File: config.mk
export PLATFORM = sky130hd
export DESIGN_NAME = axi_lite_regbank
export DESIGN_NICKNAME = d
export VERILOG_FILES = /design/src/rtl/axi_lite_regbank.sv
export SDC_FILE = /design/constraint.sdc
export NUM_CORES = 2
export LEC_CHECK = 0
export ABC_AREA = 0
export CORE_AREA = 8 8 413 415
export CTS_CLUSTER_SIZE = 8
export DETAILED_ROUTE_END_ITERATION = 6
export DIE_AREA = 0 0 421 423
export PLACE_DENSITY = 0.48
export SLEW_MARGIN = 10
export SYNTH_ARGS = -nofsm -noshare
export SYNTH_HDL_FRONTEND = slang
export SYNTH_SLANG_ARGS = --single-unit
File: constraint.sdc
create_clock -name s_axi_aclk -period 50 [get_ports s_axi_aclk]
set_input_delay 5 -clock s_axi_aclk [delete_from_list [all_inputs] [get_ports s_axi_aclk]]
set_output_delay 5 -clock s_axi_aclk [all_outputs]
set_load 0.005 [all_outputs]
File: src/rtl/axi_lite_regbank.sv
// AXI4-Lite register bank: read/write control registers, live read-only status
// words, a sticky write-one-to-clear event register with an interrupt mask.
//
// Handshake rule on every channel: a beat transfers on a rising clock edge where
// both valid and ready are 1; valid never waits on ready, and the sender holds
// its payload stable until that edge.
module axi_lite_regbank #(
    parameter int                   N_CTRL     = 22,
    parameter int                   N_STATUS   = 7,
    parameter int                   N_EVENT    = 8,
    parameter int                   ADDR_WIDTH = 12,
    parameter logic [32*N_CTRL-1:0] CTRL_RESET = '0
) (
    input  logic                     s_axi_aclk,
    input  logic                     s_axi_areset,
    input  logic [ADDR_WIDTH-1:0]    s_axi_awaddr,
    input  logic                     s_axi_awvalid,
    output logic                     s_axi_awready,
    input  logic [31:0]              s_axi_wdata,
    input  logic [3:0]               s_axi_wstrb,
    input  logic                     s_axi_wvalid,
    output logic                     s_axi_wready,
    output logic [1:0]               s_axi_bresp,
    output logic                     s_axi_bvalid,
    input  logic                     s_axi_bready,
    input  logic [ADDR_WIDTH-1:0]    s_axi_araddr,
    input  logic                     s_axi_arvalid,
    output logic                     s_axi_arready,
    output logic [31:0]              s_axi_rdata,
    output logic [1:0]               s_axi_rresp,
    output logic                     s_axi_rvalid,
    input  logic                     s_axi_rready,
    output logic [32*N_CTRL-1:0]     ctrl_regs,
    output logic [N_CTRL-1:0]        ctrl_wr_pulse,
    input  logic [32*N_STATUS-1:0]   status_regs,
    output logic [N_STATUS-1:0]      status_rd_pulse,
    input  logic [N_EVENT-1:0]       event_in,
    output logic                     irq
);

    localparam int IDX_W = ADDR_WIDTH - 2;
    localparam int E_IDX = N_CTRL + N_STATUS;

    localparam logic [1:0] RESP_OKAY   = 2'b00;
    localparam logic [1:0] RESP_SLVERR = 2'b10;

    // Write-side holding registers and response
    logic              aw_full_q;
    logic [IDX_W-1:0]  aw_idx_q;
    logic              w_full_q;
    logic [31:0]       w_data_q;
    logic [3:0]        w_strb_q;
    logic              bvalid_q;
    logic [1:0]        bresp_q;

    // Register file
    logic [31:0]        ctrl_q [N_CTRL];
    logic [N_CTRL-1:0]  ctrl_wr_pulse_q;
    logic [N_EVENT-1:0] event_q, event_d;
    logic [N_EVENT-1:0] mask_q, mask_d;

    // Read side
    logic                rvalid_q;
    logic [31:0]         rdata_q, rd_data_d;
    logic [1:0]          rresp_q, rd_resp_d;
    logic [N_STATUS-1:0] status_rd_pulse_q, rd_pulse_d;

    logic        aw_hs, w_hs, ar_hs, commit;
    logic [31:0] wr_idx, ar_idx;
    logic [31:0] byte_mask, wr_bits;
    logic        wr_is_ctrl, wr_is_event, wr_is_mask, wr_ok;
    logic [N_EVENT-1:0] ev_clr;

    // Address bits below word granularity carry no meaning here.
    logic unused_addr_lsbs;
    assign unused_addr_lsbs = ^{s_axi_awaddr[1:0], s_axi_araddr[1:0]};

    // Ready is withheld during reset and while a response is outstanding.
    assign s_axi_awready = !aw_full_q && !bvalid_q && !s_axi_areset;
    assign s_axi_wready  = !w_full_q  && !bvalid_q && !s_axi_areset;
    assign s_axi_arready = !rvalid_q && !s_axi_areset;

    assign aw_hs  = s_axi_awvalid && s_axi_awready;
    assign w_hs   = s_axi_wvalid  && s_axi_wready;
    assign ar_hs  = s_axi_arvalid && s_axi_arready;
    assign commit = aw_full_q && w_full_q;

    assign wr_idx = 32'(aw_idx_q);
    assign ar_idx = 32'(s_axi_araddr[ADDR_WIDTH-1:2]);

    // Decode of the committed write: byte enables and target class
    always_comb begin
        for (int b = 0; b < 4; b++) begin
            byte_mask[8*b +: 8] = {8{w_strb_q[b]}};
        end
        wr_bits     = w_data_q & byte_mask;
        wr_is_ctrl  = wr_idx < 32'(N_CTRL);
        wr_is_event = wr_idx == 32'(E_IDX);
        wr_is_mask  = wr_idx == 32'(E_IDX + 1);
        wr_ok       = wr_is_ctrl || wr_is_event || wr_is_mask;
    end

    // Sticky events: a new set pulse beats a simultaneous write-one-to-clear
    always_comb begin
        ev_clr  = (commit && wr_is_event) ? wr_bits[N_EVENT-1:0] : '0;
        event_d = (event_q & ~ev_clr) | event_in;
        mask_d  = mask_q;
        if (commit && wr_is_mask) begin
            mask_d = (mask_q & ~byte_mask[N_EVENT-1:0]) | wr_bits[N_EVENT-1:0];
        end
    end

    // AW/W holding registers fill independently and drain together on commit
    always_ff @(posedge s_axi_aclk or posedge s_axi_areset) begin
        if (s_axi_areset) begin
            aw_full_q <= 1'b0;
            aw_idx_q  <= '0;
            w_full_q  <= 1'b0;
            w_data_q  <= '0;
            w_strb_q  <= '0;
        end else begin
            if (aw_hs) begin
                aw_full_q <= 1'b1;
                aw_idx_q  <= s_axi_awaddr[ADDR_WIDTH-1:2];
            end else if (commit) begin
                aw_full_q <= 1'b0;
            end
            if (w_hs) begin
                w_full_q <= 1'b1;
                w_data_q <= s_axi_wdata;
                w_strb_q <= s_axi_wstrb;
            end else if (commit) begin
                w_full_q <= 1'b0;
            end
        end
    end

    // Write response: raised after commit, held until the master takes it
    always_ff @(posedge s_axi_aclk or posedge s_axi_areset) begin
        if (s_axi_areset) begin
            bvalid_q <= 1'b0;
            bresp_q  <= RESP_OKAY;
        end else if (commit) begin
            bvalid_q <= 1'b1;
            bresp_q  <= wr_ok ? RESP_OKAY : RESP_SLVERR;
        end else if (bvalid_q && s_axi_bready) begin
            bvalid_q <= 1'b0;
        end
    end

    // Control registers with byte strobes and a one-cycle write pulse
    always_ff @(posedge s_axi_aclk or posedge s_axi_areset) begin
        if (s_axi_areset) begin
            for (int k = 0; k < N_CTRL; k++) begin
                ctrl_q[k] <= CTRL_RESET[32*k +: 32];
            end
            ctrl_wr_pulse_q <= '0;
        end else begin
            ctrl_wr_pulse_q <= '0;
            for (int k = 0; k < N_CTRL; k++) begin
                if (commit && wr_idx == 32'(k)) begin
                    ctrl_q[k] <= (ctrl_q[k] & ~byte_mask) | wr_bits;
                    if (w_strb_q != 4'b0000) begin
                        ctrl_wr_pulse_q[k] <= 1'b1;
                    end
                end
            end
        end
    end

    // Event and mask registers
    always_ff @(posedge s_axi_aclk or posedge s_axi_areset) begin
        if (s_axi_areset) begin
            event_q <= '0;
            mask_q  <= '0;
        end else begin
            event_q <= event_d;
            mask_q  <= mask_d;
        end
    end

    // Read mux from the live AR address; unmapped words answer DEADBEEF/SLVERR
    always_comb begin
        rd_data_d  = 32'hDEADBEEF;
        rd_resp_d  = RESP_SLVERR;
        rd_pulse_d = '0;
        for (int k = 0; k < N_CTRL; k++) begin
            if (ar_idx == 32'(k)) begin
                rd_data_d = ctrl_q[k];
                rd_resp_d = RESP_OKAY;
            end
        end
        for (int k = 0; k < N_STATUS; k++) begin
            if (ar_idx == 32'(N_CTRL + k)) begin
                rd_data_d     = status_regs[32*k +: 32];
                rd_resp_d     = RESP_OKAY;
                rd_pulse_d[k] = 1'b1;
            end
        end
        if (ar_idx == 32'(E_IDX)) begin
            rd_data_d              = '0;
            rd_data_d[N_EVENT-1:0] = event_q;
            rd_resp_d              = RESP_OKAY;
        end
        if (ar_idx == 32'(E_IDX + 1)) begin
            rd_data_d              = '0;
            rd_data_d[N_EVENT-1:0] = mask_q;
            rd_resp_d              = RESP_OKAY;
        end
    end

    // Read channel: capture on AR handshake, hold until rready
    always_ff @(posedge s_axi_aclk or posedge s_axi_areset) begin
        if (s_axi_areset) begin
            rvalid_q          <= 1'b0;
            rdata_q           <= '0;
            rresp_q           <= RESP_OKAY;
            status_rd_pulse_q <= '0;
        end else begin
            status_rd_pulse_q <= '0;
            if (ar_hs) begin
                rvalid_q          <= 1'b1;
                rdata_q           <= rd_data_d;
                rresp_q           <= rd_resp_d;
                status_rd_pulse_q <= rd_pulse_d;
            end else if (rvalid_q && s_axi_rready) begin
                rvalid_q <= 1'b0;
            end
        end
    end

    for (genvar g = 0; g < N_CTRL; g++) begin : g_ctrl_flat
        assign ctrl_regs[32*g +: 32] = ctrl_q[g];
    end

    assign s_axi_bvalid    = bvalid_q;
    assign s_axi_bresp     = bresp_q;
    assign s_axi_rvalid    = rvalid_q;
    assign s_axi_rdata     = rdata_q;
    assign s_axi_rresp     = rresp_q;
    assign ctrl_wr_pulse   = ctrl_wr_pulse_q;
    assign status_rd_pulse = status_rd_pulse_q;
    assign irq             = |(event_q & mask_q);

endmodule

==> flow_summary.json <==
{
  "outcome": "finished clean",
  "reg2reg_slack_ns": 45.82,
  "period_minus_slack_ns": 11.65,
  "max_cap_violations": 0,
  "gp_congestion": 0.914,
  "numCtsBuffers": 119,
  "vias_per_cell": 5.36,
  "critPathCaptureType": "output pin",
  "worstPathArrival_ns": 6.65,
  "yosysUniqueCellTypes": 81,
  "cpMostUsedCell": "clkdlybuf4s50_1",
  "post_cts_buffers": 0,
  "grt_max_degree": 94,
  "reg2reg_depth": 6,
  "grt_setup_unrepaired": "false",
  "final_cell_mix": "clkdlybuf4s50_1, dfrtp_1, mux2_2, nand2_1, a21oi_1",
  "nets": 4815,
  "p_per_area_nw_per_um2": 33.4,
  "async_reset_ff_share_pct": 100,
  "avgSynthCellArea_um2": 11.7,
  "synth_top_area_cell": "dfrtp_1",
  "area_growth_pct": 42.5,
  "synth_edf_count": 0,
  "hold_viol": 0,
  "drtPass1Iterations": 6,
  "hold_buffers": 0,
  "min_path_cells": 2,
  "grt_pass1_wl_um": 351000,
  "grtUsageTotal_pct": 28.3,
  "grt_pass1_vias": 36769,
  "worstSkewPairLatency_ns": 0.78,
  "io_buffers": 1067,
  "crit_slowest_cell": "clkdlybuf4s50_1",
  "io-pin-count": 1074,
  "crit_cells": 3,
  "synth_top_flop_cell": "dfrtp_1",
  "leakagePower_nw": 25.1,
  "overflow": 0,
  "hold_path_startpoint": "s_axi_rresp[1]$_DFFE_PP0P_",
  "hpwl_um": 206000,
  "wire_per_inst_um": 39.2,
  "netlist.area_leader.share_pct": 51.9,
  "crit_path_max_fanout": 4,
  "finalPower_mw": 1.91,
  "vias": 36248,
  "timing.critical_path.buf_inv": 2,
  "timing.fmax_mhz": 85.9,
  "slowest_delay_ns": 0.64,
  "drc_errors": 0,
  "final_area_um2": 57200,
  "cts_resized": 0,
  "dieWidth_um": 421,
  "synth_area_um2": 40100,
  "start_util_pct": 24.5,
  "cts_max_level": 3,
  "start_kind": "input pin",
  "die_area_um2": 178000,
  "hold_end": "s_axi_rresp[1]$_DFFE_PP0P_",
  "grt.busiest_layer": "met2",
  "synth.area.top_cells": "dfrtp_1, mux2_2, nand2_1",
  "die_height_um": 423,
  "met2_usage_pct": 47.9,
  "ys_seq_elements": 833,
  "drv_slew": 0,
  "syn_inst": 3430,
  "ant_nets": 0,
  "grtUsageMet1_pct": 33.7,
  "met3_usage_pct": 6.64,
  "antenna_found_initial": 25,
  "clock_sinks": 833,
  "cts_tree": "built",
  "slew_headroom_pct": 11.0,
  "finalSetupTns_ns": 0,
  "post-route-util_pct": 34.9,
  "fill_cells": 16482,
  "hold_ws_ns": 0.483,
  "drt_wl_total_um": 265000,
  "coreArea_um2": 164000,
  "clockBufferDepth": 3,
  "worstReg2RegStart": "aw_idx_q[5]$_DFFE_PP0P_",
  "hp-class": "flip-flop to flip-flop",
  "postPlaceCellArea_um2": 53700,
  "cts.clk_slew.worst_paths_ns": 0.05,
  "drt_iter0_markers": 3034,
  "vdd_drop_max_mv": 0.0266,
  "yosysWarnings": 0,
  "post-route-period-util_pct": 23.3,
  "tightest_slew_ns": 1.33,
  "root_buffer": "clkbuf_16",
  "required_ns": 45.00,
  "worstSetupPathType": "input pin to output pin",
  "clock_skew_ns": 0.0439,
  "num_rows": 149,
  "layout-drive-gt1-share_pct": 24.8,
  "final_common_cell": "clkdlybuf4s50_1",
  "crit_path_cell_trace": "clkdlybuf4s50_1, nor3_1, clkdlybuf4s50_1",
  "setup_viol_count_final": 0,
  "ys_seq_area_share_pct": 51.9,
  "critPathTopFamily": "buffers and inverters"
}
[cells by family after synthesis]
family                 synth area share, %
AOI/OAI and AO/OA                     13.2
buffers and inverters                 2.56
DFF                                   51.9
muxes                                 24.2
other                              0.00935
and+or+nand+nor                       8.16
[cell type report]
cell class	count	area, um^2	area share [%]
diodes	24	60.1	0.105
clock inverters	12	214	0.374
repair buffers	1204	11700	20.5
multi-input cells	2347	18400	32.2
flip-flops and latches	833	20800	36.5
well taps	2189	2740	4.79
clock buffers	137	3150	5.51
inverters	11	48.8	0.0854
[cell usage after synthesis (8+ instances only)]
cell,n
dfrtp_1,833
mux2_2,778
nand2_1,251
a21oi_1,188
clkbuf_1,180
nor2_1,177
o21ai_0,144
nor3_1,91
o22ai_1,89
a22oi_1,58
mux2i_1,58
o221ai_1,54
nand3_1,48
buf_2,40
a221oi_1,35
nor4_1,27
nand4_1,22
a221o_1,21
a211oi_1,20
a21o_1,18
a2111oi_0,15
nor2b_1,14
mux4_2,13
nand2b_1,13
o211ai_1,13
o31ai_1,13
buf_1,11
o2111ai_1,11
o21a_1,11
o22a_1,11
a311oi_1,9
inv_1,9
or3_1,9
a222oi_1,8
or4_1,8
[routing by layer]
metal	vias up	routed length [um]	part of all wire, %
met4	0	15000	5.7
met2	1618	128000	48
li1	15093	-	-
met1	19143	103000	39
met5	-	0	0
met3	394	18600	7.0
[how the worst max path moves through the flow]
| stage | startpoint | end | slack, ns |
|---|---|---|---|
| 2_1_floorplan | s_axi_areset | async pin | 21.60 |
| 3_3_place_gp | s_axi_areset | s_axi_wready | 38.37 |
| 3_5_place_dp | s_axi_areset | s_axi_wready | 38.37 |
| 4_1_cts | s_axi_areset | s_axi_wready | 38.36 |
| 5_1_grt | s_axi_areset | s_axi_wready | 38.25 |
| 6_report | s_axi_areset | s_axi_wready | 38.35 |
[stage by stage]
step	instances	setup slack (ns)
finish	6757	38.35
global placement	6584	38.37
CTS	6733	38.36
floorplan	3431	21.60
detailed placement	6584	38.37
global route	6747	38.25
[tightest hold or removal path, cell delays in order (launching register included)]
cell,delay (ns)
dfrtp_1,0.34
nand2_1,0.05
o21ai_0,0.06
[where the power goes]
group / leakage, nW / total, mW / switching (mW) / internal (mW)
Clock: 1.64 / 0.774 / 0.327 / 0.446
Combinational: 12.0 / 0.293 / 0.175 / 0.118
Sequential: 11.4 / 0.844 / 0.132 / 0.712
No activity file was read; power rests on OpenSTA's default activity.
